**src/rtl/c_collect.sv**
```systemverilog
// Collects the serial 16-bit result stream into a full MxM matrix and offers it as one flat bus.
// Optional idle-timeout abort of partial matrices is enabled by defining COLLECT_TIMEOUT_EN.
module c_collect #(
    parameter int unsigned M       = 3,
    parameter int unsigned TIMEOUT = 64
) (
    input  logic                       CLK,
    input  logic                       rst,
    input  logic                       vld_in,
    input  logic [15:0]                c_in,
    output logic                       rdy_in,
    output logic [16*M*M-1:0]          c_mat,
    output logic                       vld_out,
    input  logic                       rdy_out,
    output logic [$clog2(M*M+1)-1:0]   count,
    output logic                       overrun,
    output logic                       timeout_err
);

    localparam int unsigned DW = 16;
    localparam int unsigned NW = M * M;
    localparam int unsigned RW = (M > 1) ? $clog2(M) : 1;
    localparam int unsigned CW = $clog2(NW + 1);

    typedef enum logic {
        ST_COLLECT = 1'b0,
        ST_HOLD    = 1'b1
    } state_t;

    state_t          state_q;
    state_t          state_d;
    logic [RW-1:0]   row_q;
    logic [RW-1:0]   col_q;
    logic [31:0]     wr_idx_c;
    logic            col_end_c;
    logic            row_end_c;
    logic            accept_c;
    logic            last_c;
    logic            release_c;
    logic            timeout_hit_c;

    assign col_end_c = (col_q == RW'(M - 1));
    assign row_end_c = (row_q == RW'(M - 1));
    assign wr_idx_c  = 32'(row_q) * M + 32'(col_q);

    // Handshake flags are pure decodes of the state register.
    assign rdy_in  = (state_q == ST_COLLECT);
    assign vld_out = (state_q == ST_HOLD);

    // State register.
    always_ff @(posedge CLK) begin
        if (rst) begin
            state_q <= ST_COLLECT;
        end else begin
            state_q <= state_d;
        end
    end

    // Next-state and per-cycle control strobes.
    always_comb begin
        state_d   = state_q;
        accept_c  = 1'b0;
        last_c    = 1'b0;
        release_c = 1'b0;
        case (state_q)
            ST_COLLECT: begin
                if (vld_in) begin
                    accept_c = 1'b1;
                    if (row_end_c && col_end_c) begin
                        last_c  = 1'b1;
                        state_d = ST_HOLD;
                    end
                end
            end
            ST_HOLD: begin
                if (rdy_out) begin
                    release_c = 1'b1;
                    state_d   = ST_COLLECT;
                end
            end
            default: state_d = ST_COLLECT;
        endcase
    end

    // Position counters, word count and matrix storage.
    always_ff @(posedge CLK) begin
        if (rst) begin
            row_q <= '0;
            col_q <= '0;
            count <= '0;
            c_mat <= '0;
        end else if (accept_c) begin
            for (int unsigned e = 0; e < NW; e++) begin
                if (wr_idx_c == e) begin
                    c_mat[DW*(NW-1-e) +: DW] <= c_in;
                end
            end
            count <= count + CW'(1);
            if (last_c) begin
                row_q <= '0;
                col_q <= '0;
            end else if (col_end_c) begin
                col_q <= '0;
                row_q <= row_q + RW'(1);
            end else begin
                col_q <= col_q + RW'(1);
            end
        end else if (release_c || timeout_hit_c) begin
            // Stale c_mat entries are kept; only the position is rewound.
            row_q <= '0;
            col_q <= '0;
            count <= '0;
        end
    end

    // Sticky flag for words offered while the matrix is being held.
    always_ff @(posedge CLK) begin
        if (rst) begin
            overrun <= 1'b0;
        end else if (vld_in && !rdy_in) begin
            overrun <= 1'b1;
        end
    end

`ifdef COLLECT_TIMEOUT_EN
    localparam int unsigned IW = $clog2(TIMEOUT + 1);

    logic [IW-1:0] idle_q;

    assign timeout_hit_c = (state_q == ST_COLLECT) && !vld_in && (count != '0)
                         && (idle_q == IW'(TIMEOUT - 1));

    // Idle counter only runs on a partially filled matrix.
    always_ff @(posedge CLK) begin
        if (rst) begin
            idle_q      <= '0;
            timeout_err <= 1'b0;
        end else begin
            timeout_err <= timeout_hit_c;
            if ((state_q != ST_COLLECT) || accept_c || timeout_hit_c) begin
                idle_q <= '0;
            end else if (count != '0) begin
                idle_q <= idle_q + IW'(1);
            end
        end
    end
`else
    // Without the timeout a partial matrix waits indefinitely.
    localparam bit TIMEOUT_NONZERO = (TIMEOUT != 0);

    assign timeout_hit_c = 1'b0;
    assign timeout_err   = 1'b0 & TIMEOUT_NONZERO;
`endif

endmodule
```
**config.mk**
```make
export PLATFORM = sky130hd
export DESIGN_NAME = c_collect
export DESIGN_NICKNAME = d
export VERILOG_FILES = /design/src/rtl/c_collect.sv
export SDC_FILE = /design/constraint.sdc
export NUM_CORES = 1
export LEC_CHECK = 0
export ABC_AREA = 1
export CAP_MARGIN = 20
export CELL_PAD_IN_SITES_DETAIL_PLACEMENT = 0
export CELL_PAD_IN_SITES_GLOBAL_PLACEMENT = 2
export CORE_MARGIN = 2
export CORE_UTILIZATION = 23
export CTS_CLUSTER_DIAMETER = 80
export DETAILED_ROUTE_END_ITERATION = 10
export PLACE_DENSITY_LB_ADDON = 0.1
export REMOVE_ABC_BUFFERS = 1
export SYNTH_ARGS = -nofsm -noshare
export SYNTH_HDL_FRONTEND = slang
export SYNTH_SLANG_ARGS = --single-unit
```
**constraint.sdc**
```tcl
create_clock -name CLK -period 2.7 [get_ports CLK]
set_clock_uncertainty 0.1 [all_clocks]
set_input_delay 0.27 -clock CLK [delete_from_list [all_inputs] [get_ports CLK]]
set_output_delay 0.27 -clock CLK [all_outputs]
set_load 0.05 [all_outputs]
```
# Word level (Yosys, flattened, before mapping)
# Cells that the tools add are included.
# classes
n_mux,18
eq_ne,11
reduce_logical,14
bitwise_logic,1
add_sub_neg,4
n_mul,1
# op_table
op,n
$logic_not A32 Y1,1
$eq A5 B3 Y1 const B,4
$reduce_and A2 Y1,10
$mux W2,7
$eq A5 B2 Y1 const B,2
$mux W1,8
$mux W4,2
$add A4 B2 Y5,1
$eq A5 B1 Y1 const B,1
$eq A5 B4 Y1 const B,1
$add A2 B1 Y2 const B,2
$add A4 B1 Y4 const B,1
$eq A2 B2 Y1 const B,2
$mul A2 B2 Y4 const B,1
$ne A3 B2 Y1 const B,1
$logic_and A1 B1 Y1,2
$pmux W1 S2,1
$reduce_bool A2 Y1,1
$not A1 Y1,1
# totals
ff_bits,154
output_inout_bits,152
inputBits,20
wordCells,63

# Logic depth before layout (Yosys ltp)
# Gate-level depths: netlist of run 1.
# depth
depth_word,7
mapped_depth,12
ltp_nobuf,11

# Worst setup path after synthesis of run 1
# Ideal clock, no wire load.
# synth_timing
path_type,flip-flop to flip-flop
from,register row_q[0]
to,register c_mat[21]
path_buffers,1
period_less_slack_ps,2519
setup_time_ps,65
path_slack_ps,181
stages_incl_launch_ff,12
required_time_ps,2535
t_arrival_ps,2355
cell_sequence,dfxtp_1 -> fa_1 -> ha_1 -> inv_1 -> fa_1 -> inv_1 -> nand2_1 -> nor2_1 -> nand2_1 -> clkbuf_1 -> o21ai_0 -> nor2_1
# synth_via
elab_chain_cells,4
# synth_lines
element,line,source
start: declaration,32,logic [RW-1:0] row_q;
start signal: assignment,104,row_q <= row_q + RW'(1);
$mul A2 B2 Y4,44,assign wr_idx_c = 32'(row_q) * M + 32'(col_q);
$add A4 B2 Y5,44,
$eq A5 B3 Y1,94,if (wr_idx_c == e) begin
$reduce_and A2 Y1 (no source line),n/a,
end signal: indexed assignment,95,c_mat[DW*(NW-1-e) +: DW] <= c_in;
end: declaration,12,"output logic [16*M*M-1:0] c_mat,"
# Every way passes these cells.
# A chain may end at the register's enable or synchronous reset.

# Final worst setup path of run 1
# layout_timing
from,register row_q[0]
to,register c_mat[95]
# layout_via
elab_chain_cells,4
# layout_lines
element,line
$mul A2 B2 Y4,44
$add A4 B2 Y5,44
$eq A5 B2 Y1,94
$reduce_and A2 Y1 (no source line),n/a
# Every way passes these cells.

==> results of run 1 <==
==> Yosys cell counts (all sizes together) <==
cell type	n
inv	35
clkbuf	37
a21oi	72
nand3	68
o21a	1
nand2	126
nor2	180
o21ai	67
ha	4
buf	23
fa	2
conb	1
dfxtp	154
==> state kept, by name, summed over array words and instances, names as in the netlist <==
signal,flops
c_mat,144
count,4
col_q,2
row_q,2
overrun,1
vld_out,1
==> critical path, delay by kind of cell, from the launching register on <==
family	cells	cell delay [ns]
adders and majority gates	3	1.20
and+or+nand+nor	4	0.43
DFF	1	0.33
buffers and inverters	2	0.24
AOI/OAI and AO/OA	1	0.19
==> final timing paths <==
check / to / slack (ns) / depth (start not counted)
worst max-delay path: c_mat[95] / 0.11 / 10
worst min-delay path: c_mat[0] / 0.27 / 5
worst max register to register: c_mat[95] / 0.11 / 10
worst min register to register: c_mat[53] / 0.36 / 2
==> logic make-up after synthesis <==
family	after synthesis	share of synthesized area
flops	154	0.5271
simple gates	374	0.2665
buf+inv	95	0.07016
other cells	1	0.0006411
compound gates	140	0.1202
fa+ha+maj	6	0.01540
==> where the power goes <==
group | switching (mW) | leakage [nW] | internal [mW]
clock network | 0.963 | 0.285 | 1.47
registers | 0.0442 | 1.25 | 2.34
logic | 0.553 | 1.67 | 0.249
total | 1.56 | 3.20 | 4.06
==> stage by stage <==
step	setup WS, ns	std cells	hold slack (ns)
final	0.1059	1275	0.2688
after global routing	-0.004862	1275	0.3254
after CTS	0.04168	1267	0.2856
after detailed placement	0.05497	1236	0.3553
after global placement	0.06817	1236	0.3499
after floorplan	-0.5235	710	0.2391
==> what timing repair did <==
item	4_1_cts	5_1_grt
buffers inserted	0	5
gates resized for setup	0	29
endpoints found under the setup margin	0	124
endpoints found under the hold margin	0	0
==> routing by layer <==
metal	vias up	share of wire
li1	2794	-
met1	2577	0.47
met3	12	0.062
met2	154	0.47
met4	0	0.0080
met5	-	0
==> final cells by class <==
type	count	area, um2	share of cell area
clock buffer	19	442.9	0.05068
clock inverter	12	150.1	0.01718
inverter	35	138.9	0.01589
multi-input combinational	521	2414	0.2762
sequential	154	3084	0.3529
tap	330	412.9	0.04724
timing repair buffer	204	2097	0.2399
==> results by group, run 1 <==
Floorplan
  • Ports: between 150 and 200
  • Die Height: between 150 and 200 um
  • Die area: about 27,000 um2
  • Die width: between 150 and 200 um
  • Row Count: 58
  • Initial Util: 0.2330
  • Core region area: between 20,000 and 30,000 um2

Power and ir drop
  • Leak: approximately 3.2 nW
  • Max VDD drop: between 0.3 and 0.4 mV
  • PwrDens: between 600 and 700 nW/um2
  • Power Total: about 5.6 mW

Routing
  • Drt wl/cell: between 15 and 20 um
  • # DRC: 0
  • Final wirelength: 21,510 um
  • Via count: around 5.5k
  • First-pass DRT Iterations: 4
  • DR vias/cell: around 4.3
  • Initial DRC count: about 310
  • ANT nets after route: 0

Run
  • Max Cap Viol: 0

Placement
  • Gpl congestion: around 0.77
  • Final HPWL DP: roughly 14,000 um
  • Placed Area: just under 8000 um2
  • # port buffers: 170

Clock network
  • H-tree levels: 4
  • CTS clk-pin slew, worst paths: roughly 0.06 ns
  • Hold_buf cts: 0
  • TritonCTS Sinks: between 150 and 200
  • Clk_lat worst skew: roughly 0.41 ns
  • Clock Tree Buf Depth: 2
  • Clk root buf: clkbuf_16
  • CTS tree: yes
  • Clock buffer count from CTS: 17

Final layout
  • Filler instances: ~2.7k
  • Syn-to-layout area delta: 49.41%
  • Ratio of cells with drive above 1 in the final layout: 0.09947
  • Commonest non-fill, non-tap cell in the layout: nor2_1
  • Most frequent cells in the layout: nor2_1, clkdlybuf4s50_1, dfxtp_1, nand2_1, a21oi_1
  • NumNets Final: between 900 and 1k
  • Fin util: 0.3481
  • Design Area, Final: 8740 um2
  • Antenna diodes: 0

Global route
  • Vias in the first global route: 5,286
  • GR Layer Usage met1: 0.2091
  • GR Util All Layers: 0.1593
  • Initial antenna violation count: 0
  • Met3 global-route usage: 0.03454
  • Busiest layer in global routing: met2
  • Largest net degree at the start of global routing: 85
  • Met2 Use GR: 0.2614
  • Global-route wire length before repair: ~32,000 um
  • GRT overflow: 0

Synthesis
  • Top cells by area, synth: dfxtp_1, nor2_1, nand2_1
  • Syn Area/Cell: 7.597 um2
  • Largest area contributor in the netlist: dfxtp_1
  • Sequential fraction of the synthesis area: 0.5271
  • Synth unique cells: 23
  • Yosys top cell area share: 0.5271
  • Synthesized flop and latch total: ~150
  • Yosys Warn Count: 0
  • Post-synthesis cell count: between 700 and 800
  • Post-synthesis cell area: just under 6000 um2

Outcome
  • Result of the run: finished clean

STA
  • Max Freq: 385.5 MHz
  • Final setup vio count: 0
  • Max Slew Vio Count: 0
  • Max transition margin: 0.5288
  • Slew @ Worst Pin: 0.7046 ns
  • Count of final hold-check violations: 0
  • Setup TNS: 0 ns
  • RSZ-0062 raised after global routing: true
  • Tmin final: about 2.6 ns
  • Tcrit/Tclk final: 0.9608

Critical path
  • CP Max Fanout: 6
  • Critical Path RT: 2.90 ns
  • CP peak stage delay: roughly 0.53 ns
  • WP data arrival: 2.79 ns
  • FF-to-FF Start: row_q[0]
  • CP startpoint: row_q[0]
  • Worst-path cell chain: fa_1, ha_1, inv_1, fa_1, nand2_2, nor2_1, nand2_2, buf_4, o21ai_0, nor2_1
  • Type of origin of the critical path: flop
  • Crit path max-delay cell type: fa_1
  • Setup Crit Path Kind: reg -> reg
  • CP endpoint kind: flop

Worst hold path
  • Hold Startpoint: rst
  • Tightest Hold Check Type: in -> reg
Power figures use the tool's default switching activity.
==> run 2: changes to the inputs <==
- SETUP_SLACK_MARGIN: default -> 0.4
==> results by group, run 2 (synthesis results as in run 1) <==
Floorplan
  • Row Count: 58 (unchanged)
  • Initial Util: 0.2330 (unchanged)
  • Core region area: 25,110 um2 (unchanged)
  • Die area: 26,720 um2 (unchanged)
  • Die Height: 163.5 um (unchanged)
  • Ports: 172 (unchanged)
  • Die width: 163.5 um (unchanged)

Routing
  • # DRC: 0 (unchanged)
  • Final wirelength: 21,620 um (+0.51%)
  • Drt wl/cell: 16.90 um (+0.19%)
  • DR vias/cell: 4.346 (about the same)
  • Via count: 5,559 (+0.40%)
  • First-pass DRT Iterations: 4 (unchanged)
  • Initial DRC count: 287 (-8.3%)
  • ANT nets after route: 0 (unchanged)

STA
  • Max transition margin: 0.5419 (+0.01304)
  • Max Slew Vio Count: 0 (unchanged)
  • Tcrit/Tclk final: 0.9675 (+0.006718)
  • Tmin final: 2.612 ns (+0.01814 ns)
  • Max Freq: 382.8 MHz (-0.69%)
  • Final setup vio count: 0 (unchanged)
  • Slew @ Worst Pin: 0.6850 ns (-0.01950 ns)
  • Count of final hold-check violations: 0 (unchanged)
  • RSZ-0062 raised after global routing: true
  • Worst setup margin: 0.08772 ns (-0.01814 ns)
  • Min Hold Slack: 0.2713 ns (+0.002559 ns)

Clock network
  • TritonCTS Sinks: 154 (unchanged)
  • H-tree levels: 4 (unchanged)
  • Clock Tree Buf Depth: 2 (unchanged)
  • Clk_lat worst skew: 0.41 ns (about the same)
  • Hold_buf cts: 0 (unchanged)
  • CTS tree: yes
  • Clk root buf: clkbuf_16
  • Clock buffer count from CTS: 17 (unchanged)
  • CTS clk-pin slew, worst paths: 0.06 ns (about the same)

Final layout
  • Ratio of cells with drive above 1 in the final layout: 0.1264 (+0.02698)
  • Max FFs per register: 144 (unchanged)
  • Syn-to-layout area delta: 53.78%
  • Largest regs: c_mat x144, count x4
  • Most frequent cells in the layout: nor2_1, clkdlybuf4s50_1, dfxtp_1, nand2_1, nand3_1
  • Design Area, Final: 8995 um2 (+2.9%)
  • Filler instances: 2,655 (-0.64%)
  • Biggest register: c_mat
  • NumNets Final: 963 (+0.42%)
  • Antenna diodes: 0 (unchanged)
  • Commonest non-fill, non-tap cell in the layout: nor2_1

Run
  • Max Cap Viol: 0 (unchanged)

Power and ir drop
  • Max VDD drop: 0.3057 mV (about the same)
  • PwrDens: 630.1 nW/um2 (-2.0%)
  • Leak: 3.243 nW (+1.4%)

Global route
  • GR Util All Layers: 0.1599 (+0.0005378)
  • Vias in the first global route: 5,339 (+1.0%)
  • Initial antenna violation count: 0 (unchanged)
  • Largest net degree at the start of global routing: 85 (unchanged)
  • GRT overflow: 0 (unchanged)
  • Global-route wire length before repair: 31,810 um (+0.46%)

Placement
  • Final HPWL DP: 14,280 um (unchanged)
  • Placed Area: 7928 um2 (unchanged)
  • # port buffers: 170 (unchanged)
  • Pre-CTS setup slack: 0.05497 ns (unchanged)
  • Gpl congestion: 0.7722 (unchanged)

Critical path
  • Setup Crit Path Kind: reg -> reg
  • Critical Path RT: 2.91 ns (about the same)
  • WP data arrival: 2.82 ns (+0.03 ns)
  • R2r setup slk: 0.09 ns (-0.02 ns)
  • CP startpoint: row_q[0]
  • CP endpoint kind: flop
  • CP Max Fanout: 12 (+6)
  • Crit path max-delay cell type: fa_1
  • CP peak stage delay: 0.53 ns (about the same)
  • Worst-path cell chain: fa_1, ha_1, inv_1, fa_1, nand2_2, nor2_8, buf_12, nand2_8, buf_12, o21ai_0, nor2_1
  • Type of origin of the critical path: flop
  • FF-to-FF Start: row_q[0]

Worst hold path
  • Tightest Hold Check Type: in -> reg
  • Hold Startpoint: rst

Outcome
  • Result of the run: finished clean
==> run 2: cell types whose count changed in the layout (fill, tap and decap cells not counted), moves of 6 or more <==
cell and change:
nand2_1 -6, buf_4 -6, o21ai_1 +15, a21oi_1 -14, buf_6 +6, a21oi_2 +14
o21ai_0 -16
==> run 2: worst max-delay path: cells and delay by family, from the launching register on <==
kind / cells / cell delay, ns
AO/OA/AOI/OAI: 1 / 0.14
adder cells (fa/ha/maj): 3 / 1.19
buffers and inverters: 3 / 0.35
flip-flops: 1 / 0.33
AND/OR/NAND/NOR: 4 / 0.40
==> run 2: final cells by class <==
cell class	instances	area, um2	share of cell area
flip-flops and latches	154	3084	0.3429
multi-input cells	521	2531	0.2814
repair buffers	208	2212	0.2459
clock buffers	19	442.9	0.04924
well taps	330	412.9	0.04590
inverters	35	161.4	0.01794
clock inverters	12	150.1	0.01669
==> run 2: final timing paths <==
| kind | end | cells past startpoint |
|---|---|---|
| worst min-delay path | c_mat[0] | 5 |
| worst max-delay path | c_mat[121] | 11 |
| worst max register to register | c_mat[121] | 11 |
| worst min register to register | c_mat[53] | 2 |
==> run 2: layer usage <==
| layer | GRT usage | vias up | wire length [um] |
|---|---|---|---|
| li1 | - | 2802 | - |
| met1 | 0.2082 | 2600 | 10060 |
| met2 | 0.2645 | 142 | 10050 |
| met3 | 0.03454 | 15 | 1254 |
| met4 | 0.04944 | 0 | 254 |
| met5 | 0 | - | 0 |
==> run 2: where the power goes <==
| part | switching (mW) | leakage (nW) | internal, mW |
|---|---|---|---|
| clock network | 0.958 | 0.285 | 1.47 |
| logic | 0.576 | 1.71 | 0.279 |
| registers | 0.0457 | 1.25 | 2.34 |
==> run 2: timing repair <==
action | CTS | global route
endpoints found under the setup margin | 144 | 144
endpoints found under the hold margin | 0 | 0
pin swaps | 34 | 21
setup buffers | 4 | 4
gates cloned | 0 | 4
resized for setup | 51 | 43
==> run 2: metrics by stage <==
stage	TNS (ns)	utilization	total power [mW]	cells
2_1_floorplan	-8.724	-	2.867	710
3_3_place_gp	0	0.3157	3.226	1236
3_5_place_dp	0	0.3157	3.230	1236
4_1_cts	0	0.3463	5.702	1271
5_1_grt	-0.1988	0.3582	5.889	1279
6_report	0	0.3582	5.668	1279
==> run 3: changes to the inputs <==
- REMOVE_ABC_BUFFERS: 1 -> default
==> results by group, run 3 (synthesis results as in run 1) <==
Final layout
  • Most frequent cells in the layout: nor2_1, clkdlybuf4s50_1, dfxtp_1, nand2_1, a21oi_1
  • Layout Cells excl Fill: 1,279 (unchanged)
  • Commonest non-fill, non-tap cell in the layout: nor2_1
  • Largest regs: c_mat x144, count x4
  • Filler instances: 2,624 (-1.2%)
  • Syn-to-layout area delta: 54.50%
  • Fin util: 0.3599 (+0.001694)
  • Design Area, Final: 9037 um2 (+0.47%)
  • Ratio of cells with drive above 1 in the final layout: 0.1138 (-0.01264)
  • Biggest register: c_mat
  • NumNets Final: 962 (-0.10%)
  • Antenna diodes: 0 (unchanged)
  • Max FFs per register: 144 (unchanged)

Routing
  • ANT nets after route: 0 (unchanged)
  • Drt wl/cell: 17.21 um (+1.8%)
  • First-pass DRT Iterations: 5 (+1)
  • Final wirelength: 22,010 um (+1.8%)
  • DR vias/cell: 4.311 (-0.81%)
  • Initial DRC count: 296 (+3.1%)
  • Via count: 5,514 (-0.81%)
  • # DRC: 0 (unchanged)

Placement
  • Final HPWL DP: 14,220 um (-0.48%)
  • Gpl congestion: 0.7334 (-5.0%)
  • Pre-CTS setup slack: -0.04345 ns (-0.09842 ns)
  • # port buffers: 170 (unchanged)
  • Dpl cells: 1,230 (-0.49%)
  • Placed Area: 7926 um2 (about the same)

Clock network
  • H-tree levels: 4 (unchanged)
  • Hold_buf cts: 0 (unchanged)
  • CTS clk-pin slew, worst paths: 0.06 ns (about the same)
  • TritonCTS Sinks: 154 (unchanged)
  • CTS tree: yes
  • Clk root buf: clkbuf_16
  • Clk_lat worst skew: 0.42 ns (about the same)
  • Clock buffer count from CTS: 17 (unchanged)
  • Clock Tree Buf Depth: 2 (unchanged)

Power and ir drop
  • Share of total power in combinational logic: 0.146 (-0.005)
  • Leak: 3.292 nW (+1.5%)
  • Clock power frac: 0.436 (+0.008)
  • Power Total: 5.716 mW (+0.85%)
  • Net Sw Frac: 0.2872 (+0.008618)
  • Max VDD drop: 0.3064 mV (+0.25%)
  • Switch Pwr: 1.642 mW (+4.0%)
  • PwrDens: 632.5 nW/um2 (+0.38%)
  • Power share of the sequential group: 0.417 (-0.004)
  • Internal Power: 4.074 mW (-0.35%)

Outcome
  • Result of the run: finished clean

Floorplan
  • Ports: 172 (unchanged)
  • Die Height: 163.5 um (unchanged)
  • Die width: 163.5 um (unchanged)
  • Die area: 26,720 um2 (unchanged)
  • Core region area: 25,110 um2 (unchanged)
  • Row Count: 58 (unchanged)
  • Initial Util: 0.2330 (unchanged)

Critical path
  • CP Max Fanout: 5 (-7)
  • Crit. path cell count: 13 (+2)
  • Type of origin of the critical path: flop
  • Most numerous cell on the critical path: nand2_1
  • Critical Path RT: 2.92 ns (about the same)
  • CP peak stage delay: 0.53 ns (about the same)
  • Crit path max-delay cell type: fa_1
  • CP bufs+invs: 4 (+1)
  • Cells on worst reg2reg path: 13 (+2)
  • Worst-path cell chain: fa_1, ha_1, inv_1, fa_1, inv_2, nor2_1, nand2_1, nor2_4, buf_12, clkbuf_16, nand2_1, nand2_1, nor2_1
  • Setup Crit Path Kind: reg -> reg
  • CP endpoint kind: flop
  • WP data arrival: 2.81 ns (about the same)
  • CP top delay family: adder cells

STA
  • RSZ-0062 raised after global routing: true
  • Count of final hold-check violations: 0 (unchanged)
  • Worst setup margin: 0.1108 ns (+0.02303 ns)
  • Slew @ Worst Pin: 0.8368 ns (+0.1517 ns)
  • Tmin final: 2.589 ns (-0.02303 ns)
  • Max Slew Vio Count: 0 (unchanged)
  • Min Hold Slack: 0.06489 ns (-0.2064 ns)
  • Tcrit/Tclk final: 0.9590 (-0.008531)
  • Max Freq: 386.2 MHz (+0.89%)
  • Final setup vio count: 0 (unchanged)
  • Setup TNS: 0 ns (unchanged)
  • Max transition margin: 0.4404 (-0.1015)

Run
  • Max Cap Viol: 0 (unchanged)

Worst hold path
  • Hold path depth: 2 (-3)
  • Tightest Hold Check Type: in -> reg

Global route
  • GR Util All Layers: 0.1612 (+0.001353)
  • Vias in the first global route: 5,100 (-4.5%)
  • Global-route wire length before repair: 31,720 um (-0.28%)
  • Largest net degree at the start of global routing: 85 (unchanged)
  • Initial antenna violation count: 0 (unchanged)
  • GRT overflow: 0 (unchanged)

Synthesis
  • Syn nets: around 800
[run 3: cell types whose count changed in the layout (fill, tap and decap cells not counted), moves of 3 or more]
cell      previous run  this run
a21oi_2             17         4
buf_6               10         4
clkinv_2             4         1
nand2_1            110       116
o21ai_2              1         8
inv_6                0         4
a21oi_1             55        68
nand2_2              8         1
o21ai_0             38        32
[run 3: final cells by class]
| type | instances | area (um2) | area share |
|---|---|---|---|
| Sequential cell | 154 | 3084 | 0.3413 |
| Multi-Input combinational cell | 523 | 2534 | 0.2804 |
| Timing Repair Buffer | 204 | 2230 | 0.2467 |
| Clock buffer | 20 | 436.7 | 0.04832 |
| Tap cell | 330 | 412.9 | 0.04569 |
| Inverter | 35 | 166.4 | 0.01841 |
| Clock inverter | 12 | 165.2 | 0.01827 |
| Timing Repair inverter | 1 | 8.758 | 0.0009691 |
[run 3: final timing paths]
check	to	from	slack, ns
worst max-delay path	c_mat[2]	row_q[0]	0.11
worst min-delay path	c_mat[135]	rst	0.06
worst min register to register	c_mat[138]	c_mat[138]	0.36
worst max register to register	c_mat[2]	row_q[0]	0.11
[run 3: power groups by stage]
stage,clock [mW],sequential (mW),combinational (mW)
finish,2.50,2.39,0.836
global route,2.68,2.39,0.897
CTS,2.56,2.39,0.829
detailed placement,0,2.44,0.787
global placement,0,2.44,0.782
floorplan,0,2.65,0.280
[run 3: repair_timing]
item | CTS | global route
setup buffers | 6 | 2
setup endpoints to repair | 144 | 144
gates resized for setup | 31 | 45
gates cloned | 3 | 6
pin swaps | 44 | 11
[run 3: layer usage]
layer / up-vias / routed length, um / global-route usage / share of wire
met5: - / 0 / 0 / 0
met4: 0 / 291 / 0.04825 / 0.013
met3: 18 / 1147 / 0.03606 / 0.052
met2: 153 / 10420 / 0.2641 / 0.47
met1: 2540 / 10150 / 0.2120 / 0.46
li1: 2803 / - / - / -
